==> config.mk <==
export PLATFORM = sky130hd
export DESIGN_NAME = rank_pipe_arbiter
export DESIGN_NICKNAME = d
export VERILOG_FILES = /design/src/rtl/rank_pipe_arbiter.sv
export SDC_FILE = /design/constraint.sdc
export NUM_CORES = 1
export LEC_CHECK = 0
export CORE_MARGIN = 5
export CORE_UTILIZATION = 36
export CTS_BUF_LIST = sky130_fd_sc_hd__clkbuf_4 sky130_fd_sc_hd__clkbuf_8
export DETAILED_ROUTE_END_ITERATION = 6
export GPL_TIMING_DRIVEN = 0
export PLACE_DENSITY = 0.9
export SKIP_CTS_REPAIR_TIMING = 1
export SLEW_MARGIN = 5
export SYNTH_ARGS = -nofsm -noshare
export SYNTH_HDL_FRONTEND = slang
export SYNTH_SLANG_ARGS = --single-unit
==> constraint.sdc <==
create_clock -name clk -period 3.2 [get_ports clk]
set_input_delay 0.64 -clock clk [delete_from_list [all_inputs] [get_ports clk]]
set_output_delay 0.64 -clock clk [all_outputs]
set_load 0.05 [all_outputs]
==> src/rtl/rank_pipe_arbiter.sv <==
`default_nettype none
// ============================================================================
//  Module   : rank_pipe_arbiter
//  Purpose  : Round-robin sharing of one rank pipe between NUM_PORTS enqueue
//             requesters, with credit-limited insertion and a registered
//             valid/ready result stage.
//  Revision : 1.0 - initial release
// ============================================================================
module rank_pipe_arbiter #(
    parameter int NUM_PORTS         = 4,
    parameter int L2_NUM_PORTS      = 2,
    parameter int FLOW_ID_WIDTH     = 16,
    parameter int FLOW_WEIGHT_WIDTH = 8,
    parameter int RANK_CODE_BITS    = 2,
    parameter int NUM_RANK_OPS      = 3,
    parameter int RANK_WIDTH        = 16,
    parameter int META_WIDTH        = 16,
    parameter int MAX_INFLIGHT      = 32,
    parameter int CNT_WIDTH         = 6
) (
    input  logic                                   clk,
    input  logic                                   rst,
    input  logic                                   en,
    input  logic [NUM_PORTS-1:0]                   req_valid,
    output logic [NUM_PORTS-1:0]                   req_ready,
    input  logic [NUM_PORTS*RANK_CODE_BITS-1:0]    req_rank_op,
    input  logic [NUM_PORTS*META_WIDTH-1:0]        req_meta,
    input  logic [NUM_PORTS*FLOW_ID_WIDTH-1:0]     req_flowID,
    input  logic [NUM_PORTS*FLOW_WEIGHT_WIDTH-1:0] req_flow_weight,
    input  logic                                   pipe_busy,
    output logic                                   pipe_insert,
    output logic [RANK_CODE_BITS-1:0]              pipe_rank_op,
    output logic [META_WIDTH-1:0]                  pipe_meta,
    output logic [FLOW_ID_WIDTH-1:0]               pipe_flowID,
    output logic [FLOW_WEIGHT_WIDTH-1:0]           pipe_flow_weight,
    input  logic                                   pipe_valid_out,
    output logic                                   pipe_remove,
    input  logic [RANK_WIDTH-1:0]                  pipe_rank_out,
    input  logic [META_WIDTH-1:0]                  pipe_meta_out,
    output logic                                   out_valid,
    input  logic                                   out_ready,
    output logic [RANK_WIDTH-1:0]                  out_rank,
    output logic [META_WIDTH-1:0]                  out_meta,
    output logic [CNT_WIDTH-1:0]                   inflight,
    output logic [15:0]                            drop_count
);

    localparam logic [CNT_WIDTH-1:0]      C_MAX_INFLIGHT = CNT_WIDTH'(MAX_INFLIGHT);
    localparam logic [RANK_CODE_BITS:0]   C_NUM_OPS      = (RANK_CODE_BITS+1)'(NUM_RANK_OPS);
    localparam logic [L2_NUM_PORTS:0]     C_NUM_PORTS    = (L2_NUM_PORTS+1)'(NUM_PORTS);

    logic                          stage_valid_q, stage_valid_d;
    logic [RANK_CODE_BITS-1:0]     stage_op_q, stage_op_d;
    logic [META_WIDTH-1:0]         stage_meta_q, stage_meta_d;
    logic [FLOW_ID_WIDTH-1:0]      stage_flow_q, stage_flow_d;
    logic [FLOW_WEIGHT_WIDTH-1:0]  stage_wt_q, stage_wt_d;
    logic [L2_NUM_PORTS-1:0]       ptr_q, ptr_d;
    logic [CNT_WIDTH-1:0]          inflight_q, inflight_d;
    logic [15:0]                   drop_q, drop_d;
    logic                          out_valid_q, out_valid_d;
    logic [RANK_WIDTH-1:0]         out_rank_q, out_rank_d;
    logic [META_WIDTH-1:0]         out_meta_q, out_meta_d;

    logic                          stage_free;
    logic                          grant_fire;
    logic                          op_ok;
    logic [L2_NUM_PORTS-1:0]       grant_idx;
    logic [L2_NUM_PORTS:0]         cand;
    logic [L2_NUM_PORTS:0]         next_ptr;
    logic [RANK_CODE_BITS-1:0]     sel_op;
    logic [META_WIDTH-1:0]         sel_meta;
    logic [FLOW_ID_WIDTH-1:0]      sel_flow;
    logic [FLOW_WEIGHT_WIDTH-1:0]  sel_wt;

    assign pipe_insert = stage_valid_q & ~pipe_busy & (inflight_q < C_MAX_INFLIGHT);
    assign stage_free  = ~stage_valid_q | pipe_insert;
    assign grant_fire  = en & stage_free & (|req_valid);
    assign op_ok       = {1'b0, sel_op} < C_NUM_OPS;
    assign pipe_remove = pipe_valid_out & (~out_valid_q | out_ready);

    // Scan offsets high-to-low so the smallest offset from ptr wins last.
    always_comb begin
        grant_idx = '0;
        cand      = '0;
        for (int j = NUM_PORTS - 1; j >= 0; j--) begin
            cand = {1'b0, ptr_q} + (L2_NUM_PORTS+1)'(j);
            if (cand >= C_NUM_PORTS) cand = cand - C_NUM_PORTS;
            if (req_valid[cand[L2_NUM_PORTS-1:0]]) grant_idx = cand[L2_NUM_PORTS-1:0];
        end
    end

    always_comb begin
        sel_op    = '0;
        sel_meta  = '0;
        sel_flow  = '0;
        sel_wt    = '0;
        req_ready = '0;
        for (int p = 0; p < NUM_PORTS; p++) begin
            if (grant_idx == L2_NUM_PORTS'(p)) begin
                sel_op       = req_rank_op[p*RANK_CODE_BITS +: RANK_CODE_BITS];
                sel_meta     = req_meta[p*META_WIDTH +: META_WIDTH];
                sel_flow     = req_flowID[p*FLOW_ID_WIDTH +: FLOW_ID_WIDTH];
                sel_wt       = req_flow_weight[p*FLOW_WEIGHT_WIDTH +: FLOW_WEIGHT_WIDTH];
                req_ready[p] = grant_fire;
            end
        end
    end

    always_comb begin
        stage_valid_d = stage_valid_q;
        stage_op_d    = stage_op_q;
        stage_meta_d  = stage_meta_q;
        stage_flow_d  = stage_flow_q;
        stage_wt_d    = stage_wt_q;
        ptr_d         = ptr_q;
        drop_d        = drop_q;
        inflight_d    = inflight_q;
        out_valid_d   = out_valid_q;
        out_rank_d    = out_rank_q;
        out_meta_d    = out_meta_q;
        next_ptr      = {1'b0, grant_idx} + (L2_NUM_PORTS+1)'(1);

        if (grant_fire) begin
            ptr_d = (next_ptr >= C_NUM_PORTS) ? '0 : next_ptr[L2_NUM_PORTS-1:0];
            if (op_ok) begin
                stage_valid_d = 1'b1;
                stage_op_d    = sel_op;
                stage_meta_d  = sel_meta;
                stage_flow_d  = sel_flow;
                stage_wt_d    = sel_wt;
            end else begin
                // Invalid op codes are consumed but never reach the rank pipe.
                if (drop_q != 16'hFFFF) drop_d = drop_q + 16'd1;
                if (pipe_insert) stage_valid_d = 1'b0;
            end
        end else if (pipe_insert) begin
            stage_valid_d = 1'b0;
        end

        case ({pipe_insert, pipe_remove})
            2'b10:   inflight_d = inflight_q + CNT_WIDTH'(1);
            2'b01:   if (inflight_q != '0) inflight_d = inflight_q - CNT_WIDTH'(1);
            default: inflight_d = inflight_q;
        endcase

        if (pipe_remove) begin
            out_valid_d = 1'b1;
            out_rank_d  = pipe_rank_out;
            out_meta_d  = pipe_meta_out;
        end else if (out_ready && out_valid_q) begin
            out_valid_d = 1'b0;
        end
    end

    always_ff @(posedge clk or posedge rst) begin
        if (rst) begin
            stage_valid_q <= 1'b0;
            stage_op_q    <= '0;
            stage_meta_q  <= '0;
            stage_flow_q  <= '0;
            stage_wt_q    <= '0;
            ptr_q         <= '0;
            drop_q        <= '0;
            inflight_q    <= '0;
            out_valid_q   <= 1'b0;
            out_rank_q    <= '0;
            out_meta_q    <= '0;
        end else begin
            stage_valid_q <= stage_valid_d;
            stage_op_q    <= stage_op_d;
            stage_meta_q  <= stage_meta_d;
            stage_flow_q  <= stage_flow_d;
            stage_wt_q    <= stage_wt_d;
            ptr_q         <= ptr_d;
            drop_q        <= drop_d;
            inflight_q    <= inflight_d;
            out_valid_q   <= out_valid_d;
            out_rank_q    <= out_rank_d;
            out_meta_q    <= out_meta_d;
        end
    end

    assign pipe_rank_op     = stage_op_q;
    assign pipe_meta        = stage_meta_q;
    assign pipe_flowID      = stage_flow_q;
    assign pipe_flow_weight = stage_wt_q;
    assign out_valid        = out_valid_q;
    assign out_rank         = out_rank_q;
    assign out_meta         = out_meta_q;
    assign inflight         = inflight_q;
    assign drop_count       = drop_q;

endmodule
`default_nettype wire

==> flow_metrics.tcl, run 1 <==
set metrics [dict create \
    drt_iter0_drc 285 \
    avgSynthCellArea_um2 8.653 \
    status "complete, no violations" \
    fp.dieArea_um2 17650 \
    path_max_fanout 10 \
    grt_pass1_wl_um 31840 \
    worstPathRequired_ns 2.56 \
    diodes 0 \
    mostFrequentLayoutCells "clkdlybuf4s50_1, nand2_1, dfrtp_1" \
    dp_hpwl_um 16720 \
    synth_top_family_by_area "simple AND/OR/NAND/NOR gates" \
    synth_fa_ha_area_frac 0.02441 \
    cts_tree "built" \
    synth_seq_area_share 0.4605 \
    core_um2 14980 \
    io_pins 313 \
    synth_area_um2 5434 \
    min_to "out_meta[10]$_DFFE_PP0P_" \
    worstSkewPairLatency_ns 0.38 \
    fin_crit_ns 3.043 \
    final_nets 1174 \
    total_power_uw 7828 \
    hold_viol 0 \
    leakage_uw 0.003857 \
    synth-edff-count 0 \
    synth-simple-area-share 0.2438 \
    maxSlewViolCount 0 \
    viasPerCell 5.226 \
    std_cell_rows 45 \
    area_growth_syn_to_layout_pct 67.74 \
    die_w_um 132.9 \
    gp_congestion 0.8328 \
    start_util 0.3628 \
    rrSetupSlack_ns 0.26 \
    synth_ff_type "dfrtp_1" \
    synthMuxAreaShare 0.01819 \
    vdd_drop_max_mv 0.5860 \
    drc 0 \
    relSlewSlack 0.4897 \
    cap_viol_max_count 0 \
    r2r_end "pipe_meta[7]$_DFFE_PP0P_" \
    grt_use_total 0.2267 \
    stdcell_count 1147 \
    r2r_cells 13 \
    powerDensity_nw_per_um2 858.8 \
    antenna_found_initial 0 \
    ys_ff_latch 100 \
    yosys.area.top_type "dfrtp_1" \
    setup_viol 0 \
    finalCritPeriodShare 0.9509 \
    clkSlewWorstSetupHoldPaths_ns 0.12 \
    ant_nets 0 \
    grt_pass1_vias 6050 \
    endpoint_kind "output pin" \
    clockRootBuffer "clkbuf_8" \
    grt_overflow 0 \
    layout_commonest_cell "clkdlybuf4s50_1" \
    synth_cell_type_count 46 \
    arrival_ns 2.40 \
    fin_skew_ns 0.02010 \
    syn_nets 848 \
    synth_cells 628 \
    rsz0062_at_grt "false" \
    synth_compound_area_frac 0.1805 \
    ys_top_cells_by_area "dfrtp_1, a21oi_1, nand2_1" \
    cp-startpoint "ptr_q[1]$_DFFE_PP0P_" \
    drt_wl_total_um 21090 \
    clk_path_buf_depth 2 \
    synth_top_area_frac 0.4605 \
    max_slew.worst_pin.slew_ns 0.7655 \
    synth-xor-area-share 0.02740 \
    dieHeight_um 132.9 \
    fmax_ghz 0.3286 \
    pre_cts_ws_ns -1.683 \
    io_buffers 312 \
    dr.pass1.iters 4 \
    grt_start_max_net_pins 42 \
    fin_ws_ns 0.1570 \
    post-place-cells 1130 \
    vias 5994 \
    async_reset_ff_frac 1.000 \
    drive_gt1_frac 0.06257 \
    htreeDepth 3 \
    hold_path.class "register to register" \
    rr_startpoint "ptr_q[1]$_DFFE_PP0P_" \
    hold_depth 2 \
    path_class "register to output pin" \
    critPathLaunchType "register" \
    hold_path_startpoint "out_meta[10]$_DFFE_PP0P_" \
    clock-sinks 100 \
    numCtsBuffers 9 \
    wire_per_inst_um 18.39 \
    yosysWarnings 0 \
]
Yosys cell counts (5+ instances only):
library cell and count:
nand2_1 108, nand4_1 7, a221oi_1 40, inv_1 13
clkbuf_1 35, mux2_2 7, nor2b_1 41, nand2b_1 5
nand3_1 7, nor2_1 46, a21oi_1 90, buf_2 9
xnor2_1 14, dfrtp_1 100, ha_1 9, and3_1 7
nor3_1 45
cells by family after synthesis:
kind of cell	count (synthesis)
adders and majority gates	10
xor gates and xnor gates	17
and+or+nand+nor	278
buffers and inverters	60
AOI/OAI and AO/OA	154
DFF	100
muxes	9
flip-flops by register name, indices dropped and copies added, names as in the netlist, 6 cells and up:
name	flops
drop_count	16
pipe_flowID	16
pipe_flow_weight	8
out_meta	16
out_rank	16
inflight	6
pipe_meta	16
power breakdown:
part / internal [µW] / switching [µW]
clock network: 304 / 497
registers: 1680 / 295
logic: 1870 / 3170
how the worst max path moves through the flow:
stage,to,slack [ns],cells after the start
6_report,req_ready[1],0.16,9
5_1_grt,req_ready[1],0.02,9
4_1_cts,req_ready[3],-1.68,10
3_5_place_dp,req_ready[3],-1.68,10
3_3_place_gp,req_ready[3],-1.55,10
2_1_floorplan,req_ready[3],0.04,8
through the flow:
stage          area (µm²)  setup TNS [ns]    util  hold slack (ns)
5_1_grt              9115               0  0.6086           0.5050
3_3_place_gp         8801          -32.69  0.5876           0.4562
3_5_place_dp         8841          -42.10  0.5903           0.4618
4_1_cts              9031          -17.66  0.6030           0.4882
6_report             9115               0  0.6086           0.4854
2_1_floorplan        5443               0       -           0.5058
worst max-delay path, cell delays in order (launching register included):
cell and delay (ns):
dfrtp_1 0.45, a21oi_1 0.11, o21a_1 0.18, o22a_2 0.26
inv_1 0.08, ha_1 0.19, buf_6 0.16, buf_4 0.22
and3_1 0.17, clkbuf_4 0.22
layout make-up:
class	instances	area (µm²)
multi-input cells	468	2719
plain buffers	45	226.5
well taps	188	235.2
clock inverters	7	66.31
flip-flops and latches	100	2502
inverters	14	60.06
clock buffers	9	123.9
repair buffers	316	3182
fillers	1238	5862
metal layers:
metal  wire length [µm]  global-route usage
met3               1816             0.06844
met5                  0                   0
met2              10660              0.3998
met4                617             0.08661
met1               8000              0.2573
(Power assumes the default switching activity.)
==> inputs of run 2 (changes only) <==
- ABC_AREA: unset -> 1
- CORE_UTILIZATION: 36 -> 37
- CTS_CLUSTER_SIZE: unset -> 28
- PLACE_DENSITY: 0.9 -> 0.89
==> run 2 against run 1 <==
The run now ends with negative setup slack left. Sequential power down 5%. Critical path type is now input pin to output pin. Routed wire length grew 12%. Flip-flop and latch count did not move. Die area increased by 7.0%. Worst setup slack got worse by 0.29 ns. Synthesized area grew 11%. Count of clock-buffer cells in the layout did not move. Synthesized cell count increased by 40%.
==> flow_metrics.tcl, run 2 <==
set metrics [dict create \
    status "finished, violations left" \
    violations "negative setup slack" \
    io_buffers 312 \
    dr.pass1.iters 5 \
    switching_share 0.5608 \
    placed_area_um2 9447 \
    ys_top_cells_by_area "dfrtp_1, nand2_1, o21ai_0" \
    drc 0 \
    hold_path.class "register to register" \
    synth-edff-count 0 \
    synth_cells 877 \
    leakage_uw 0.004599 \
    viasPerCell 4.934 \
    antenna_found_initial 1 \
    fp.dieArea_um2 18890 \
    fin_ws_ns -0.1376 \
    total_power_uw 10640 \
    p_comb_frac 0.745 \
    multiInputGateArea_um2 3177 \
    switching_power_uw 5966 \
    grt_overflow 0 \
    hold_viol 0 \
    yosys.area.top_type "dfrtp_1" \
    gp_congestion 0.9390 \
    yosysMostFrequentCell "nand2_1" \
    ys_ff_latch 100 \
    synth_cell_type_count 30 \
    yosysWarnings 0 \
    area_growth_syn_to_layout_pct 63.36 \
    vias 7050 \
    grt_start_max_net_pins 39 \
    maxSlewViolCount 0 \
    powerDensity_nw_per_um2 1084 \
    numCtsBuffers 9 \
    clkSlewWorstSetupHoldPaths_ns 0.10 \
    num-fill-cells 1402 \
    cap_viol_max_count 0 \
    clk_path_buf_depth 2 \
    ys_top_cells_by_count "nand2_1, dfrtp_1, o21ai_0, nand3_1, a21oi_1" \
    wire_per_inst_um 16.58 \
    layout_commonest_cell "nand2_1" \
    synth_top_area_frac 0.4164 \
    worstSkewPairLatency_ns 0.39 \
    path_max_fanout 10 \
    grt_use_total 0.2399 \
    setup_viol 1 \
    async_reset_ff_frac 1.000 \
    io_pins 313 \
    fin_skew_ns 0.01636 \
    fmax_ghz 0.2996 \
    final_area_um2 9817 \
    max_slew.worst_pin.slew_ns 0.6408 \
    pwr-share-clk 0.077 \
    htreeDepth 3 \
    finalCritPeriodShare 1.043 \
    mostFrequentLayoutCells "nand2_1, clkdlybuf4s50_1, dfrtp_1" \
    avgSynthCellArea_um2 6.852 \
    vdd_drop_max_mv 0.6903 \
    drive_gt1_frac 0.06931 \
    p_int_uw 4673 \
    timing.hold.ws_ns 0.4899 \
    grt_pass1_vias 6938 \
    setup-tns-final_ns -0.1376 \
    critPathLaunchType "input pin" \
    die_w_um 137.4 \
    dp_hpwl_um 18800 \
    endpoint_kind "output pin" \
    seqCellArea_um2 2502 \
    synth_area_um2 6010 \
    drt_wl_total_um 23690 \
    seq_power_share 0.178 \
    final_nets 1427 \
    std_cell_rows 46 \
    clock-sinks 100 \
    drt_iter0_drc 382 \
    fin_crit_ns 3.338 \
    clockRootBuffer "clkbuf_8" \
    syn_nets 1097 \
    rsz0062_at_grt "true" \
    ant_nets 0 \
    start_util 0.3783 \
    path_class "input pin to output pin" \
    arrival_ns 2.70 \
    relSlewSlack 0.5719 \
    worstPathRequired_ns 2.56 \
    synth_ff_type "dfrtp_1" \
    cts_tree "built" \
    dieHeight_um 137.4 \
    grt_pass1_wl_um 35230 \
    synth_seq_area_share 0.4164 \
    core_um2 15890 \
]
[run 2: cell count changes in the layout (fill, tap and decap cells not counted), moves of 8 or more]
cell	previous run	this run
inv_1	12	36
nand2_1	107	398
inv_2	0	8
a21oi_1	89	47
xor2_1	3	14
nor3_1	44	6
nor2b_1	41	0
nor2_1	45	22
nand3_1	7	67
a221oi_1	40	0
xnor2_1	14	3
o21ai_0	3	77
[run 2: final cells by class]
type	count	area share
clock buffers	9	0.01262
well taps	216	0.02753
multi-input cells	683	0.3236
plain buffers	47	0.02638
flip-flops and latches	100	0.2549
diodes	1	0.0002549
clock inverters	7	0.006755
inverters	46	0.01874
repair buffers	320	0.3292
[run 2: worst paths after layout]
path                                          start                              end  slack [ns]  cells past startpoint
setup / recovery                       req_valid[1]                     req_ready[2]       -0.14                     15
hold / removal             out_rank[10]$_DFFE_PP0P_         out_rank[10]$_DFFE_PP0P_        0.49                      2
setup reg to reg               ptr_q[0]$_DFFE_PP0P_  pipe_flow_weight[3]$_DFFE_PP0P_        0.33                     18
hold reg to reg            out_rank[10]$_DFFE_PP0P_         out_rank[10]$_DFFE_PP0P_        0.49                      2
max in group asynchronous                       rst         pipe_meta[8]$_DFFE_PP0P_        1.66                      4
min in group asynchronous                       rst  pipe_flow_weight[0]$_DFFE_PP0P_        0.69                      2
[run 2: cell families after synthesis]
kind of cell / after synthesis / share of synthesized area
AOI/OAI and AO/OA: 139 / 0.1174
and+or+nand+nor: 517 / 0.3523
xor gates and xnor gates: 17 / 0.02478
DFF: 100 / 0.4164
adders and majority gates: 10 / 0.02207
buffers and inverters: 94 / 0.06704
[run 2: per-stage QoR]
| stage | utilization | std cells | worst slack (ns) |
|---|---|---|---|
| 5_1_grt | 0.6180 | 1429 | -0.2968 |
| 3_5_place_dp | 0.5947 | 1407 | -1.260 |
| 6_report | 0.6180 | 1429 | -0.1376 |
| 2_1_floorplan | - | 877 | 0.05184 |
| 4_1_cts | 0.6066 | 1423 | -1.271 |
| 3_3_place_gp | 0.5922 | 1405 | -1.171 |
[run 2: worst max-delay path: stages]
cell and delay, ns:
clkdlybuf4s50_1 0.50, inv_2 0.06, nand2_1 0.08, nand3_1 0.10, nand2_1 0.09, nand3_1 0.09, nand3_1 0.12, nand2_2 0.08
inv_1 0.09, ha_2 0.19, buf_8 0.15, inv_8 0.05, buf_8 0.13, nor2_2 0.12, buf_6 0.18
[run 2: power groups by stage]
| stage | combinational [µW] | clock, µW | sequential (µW) |
|---|---|---|---|
| final | 7920 | 823 | 1890 |
| after global routing | 8720 | 896 | 1940 |
| after CTS | 7560 | 839 | 1890 |
| after floorplan | 3910 | 0 | 3040 |
| after global placement | 7370 | 0 | 1900 |
| after detailed placement | 7530 | 0 | 1910 |
[run 2: routing by layer]
metal  up-vias  GRT usage  share of wire
met5         -          0              0
met4         0    0.08481          0.019
met3        30    0.07852           0.11
li1       3455          -              -
met2       319     0.4317           0.50
met1      3246     0.2630           0.37
==> inputs of run 3 (changes only) <==
- ABC_AREA: 1 -> unset
- CORE_ASPECT_RATIO: unset -> 1.5
- CORE_UTILIZATION: 37 -> 36
- PLACE_DENSITY: 0.89 -> unset
- PLACE_DENSITY_LB_ADDON: unset -> 0.3
==> run 3 against run 2 <==
The flow now finishes without violations. Via count shrank 17%. First-iteration DRC count down 45%. Worst hold slack got worse by 0.0056 ns. Count of clock-buffer cells in the layout is 1 higher. Global-route usage fell by 0.88 points. Critical path depth shrank 9. Final area is 6.8% lower. Register-to-register slack worse by 0.05 ns. Critical endpoint is now pipe_remove. Largest cell class unchanged.
==> flow_metrics.tcl, run 3 (synthesis results as in run 1) <==
set metrics [dict create \
    std_cell_rows 55 \
    total_power_uw 7822 \
    rrSetupSlack_ns 0.28 \
    path_max_fanout 10 \
    status "complete, no violations" \
    endpoint_kind "output pin" \
    drt_iter0_drc 211 \
    final_nets 1175 \
    worstPathRequired_ns 2.56 \
    area_growth_syn_to_layout_pct 68.32 \
    fin_crit_ns 3.019 \
    grt_overflow 0 \
    ant_nets 0 \
    grt_pass1_vias 6072 \
    wire_per_inst_um 18.03 \
    pwr-share-clk 0.107 \
    hold_viol 0 \
    path_cells "clkdlybuf4s50_1 -> nand2b_1 -> nand2_2 -> clkinvlp_4 -> clkbuf_1 -> dlymetal6s2s_1" \
    antenna_found_initial 0 \
    p_comb_frac 0.641 \
    cp_slowest_cell "dlymetal6s2s_1" \
    powerDensity_nw_per_um2 855.2 \
    crit_path_max_incr_delay_ns 0.49 \
    num-fill-cells 1288 \
    grt_use_total 0.2311 \
    path_class "input pin to output pin" \
    layout_commonest_cell "clkdlybuf4s50_1" \
    gp_congestion 0.8568 \
    rsz0062_at_grt "false" \
    clkSlewWorstSetupHoldPaths_ns 0.12 \
    maxSlewViolCount 0 \
    grt_start_max_net_pins 40 \
    fp.dieArea_um2 17700 \
    vdd_drop_max_mv 0.4913 \
    cts_tree "built" \
    critPathLaunchType "input pin" \
    start_util 0.3639 \
    grt_pass1_wl_um 31760 \
    viasPerCell 5.079 \
    io_pins 313 \
    switching_power_uw 3941 \
    die_w_um 110.3 \
    fmax_ghz 0.3312 \
    clk_path_buf_depth 2 \
    max_slew.worst_pin.slew_ns 0.7288 \
    finalCritPeriodShare 0.9435 \
    io_buffers 312 \
    cap_viol_max_count 0 \
    switching_share 0.5039 \
    clock-sinks 100 \
    leakage_uw 0.003890 \
    dp_hpwl_um 16890 \
    worstSkewPairLatency_ns 0.36 \
    dieHeight_um 160.5 \
    seq_power_share 0.252 \
    core_um2 14930 \
    fin_skew_ns 0.01534 \
    diodes 0 \
    numCtsBuffers 9 \
    setup_viol 0 \
    drive_gt1_frac 0.06354 \
    drt_wl_total_um 20890 \
    relSlewSlack 0.5131 \
    pre_cts_ws_ns -1.562 \
    arrival_ns 2.38 \
    dr.pass1.iters 4 \
    mostFrequentLayoutCells "clkdlybuf4s50_1, nand2_1, dfrtp_1" \
    drc 0 \
    vias 5886 \
    hold_path.class "register to register" \
    fin_ws_ns 0.1807 \
    p_int_uw 3880 \
    htreeDepth 3 \
    clockRootBuffer "clkbuf_8" \
]
-- run 3: power groups by stage --
stage          logic (µW)  clock network, µW  registers [µW]
3_5_place_dp         4970                  0            2000
3_3_place_gp         4910                  0            1980
2_1_floorplan        1870                  0            3330
4_1_cts              4980                867            1970
6_report             5010                837            1970
5_1_grt              5370                908            2030
-- run 3: layout make-up --
class | instances | area (µm²) | share of cell area
plain buffers | 45 | 224.0 | 0.02449
clock buffers | 10 | 137.6 | 0.01505
clock inverters | 6 | 65.06 | 0.007114
inverters | 14 | 60.06 | 0.006566
multi-input cells | 468 | 2711 | 0.2964
flip-flops and latches | 100 | 2502 | 0.2736
well taps | 199 | 249.0 | 0.02722
repair buffers | 317 | 3197 | 0.3495
-- run 3: final timing paths --
check,from,endpoint,depth (start not counted)
worst min register to register,out_rank[4]$_DFFE_PP0P_,out_rank[4]$_DFFE_PP0P_,2
max in group asynchronous,rst,pipe_flowID[15]$_DFFE_PP0P_,3
worst max-delay path,out_ready,pipe_remove,6
worst min-delay path,out_rank[4]$_DFFE_PP0P_,out_rank[4]$_DFFE_PP0P_,2
min in group asynchronous,rst,inflight[1]$_DFFE_PP0P_,2
worst max register to register,ptr_q[1]$_DFFE_PP0P_,drop_count[1]$_DFFE_PP0P_,11
-- run 3: layer usage --
metal  wire length, µm  up-vias  GRT usage
met3              1962       44    0.08243
li1                  -     2847          -
met2             10860      244     0.4124
met5                 0        -          0
met4               772        0    0.09300
met1              7294     2751     0.2407
-- run 3: worst max-delay path: cells and delay by family --
kind | cells | cell delay, ns
buffers and inverters | 4 | 1.45
and+or+nand+nor | 2 | 0.28
-- run 3: through the flow --
stage / util / hold WS (ns) / TNS (ns) / area [µm²] / std cells
CTS: 0.6065 / 0.4870 / -12.42 / 9057 / 1157
floorplan: - / 0.5058 / 0 / 5443 / 628
finish: 0.6125 / 0.4843 / 0 / 9146 / 1159
detailed placement: 0.5930 / 0.4612 / -35.68 / 8855 / 1141
global route: 0.6125 / 0.4976 / 0 / 9146 / 1159
global placement: 0.5903 / 0.4562 / -31.68 / 8815 / 1139
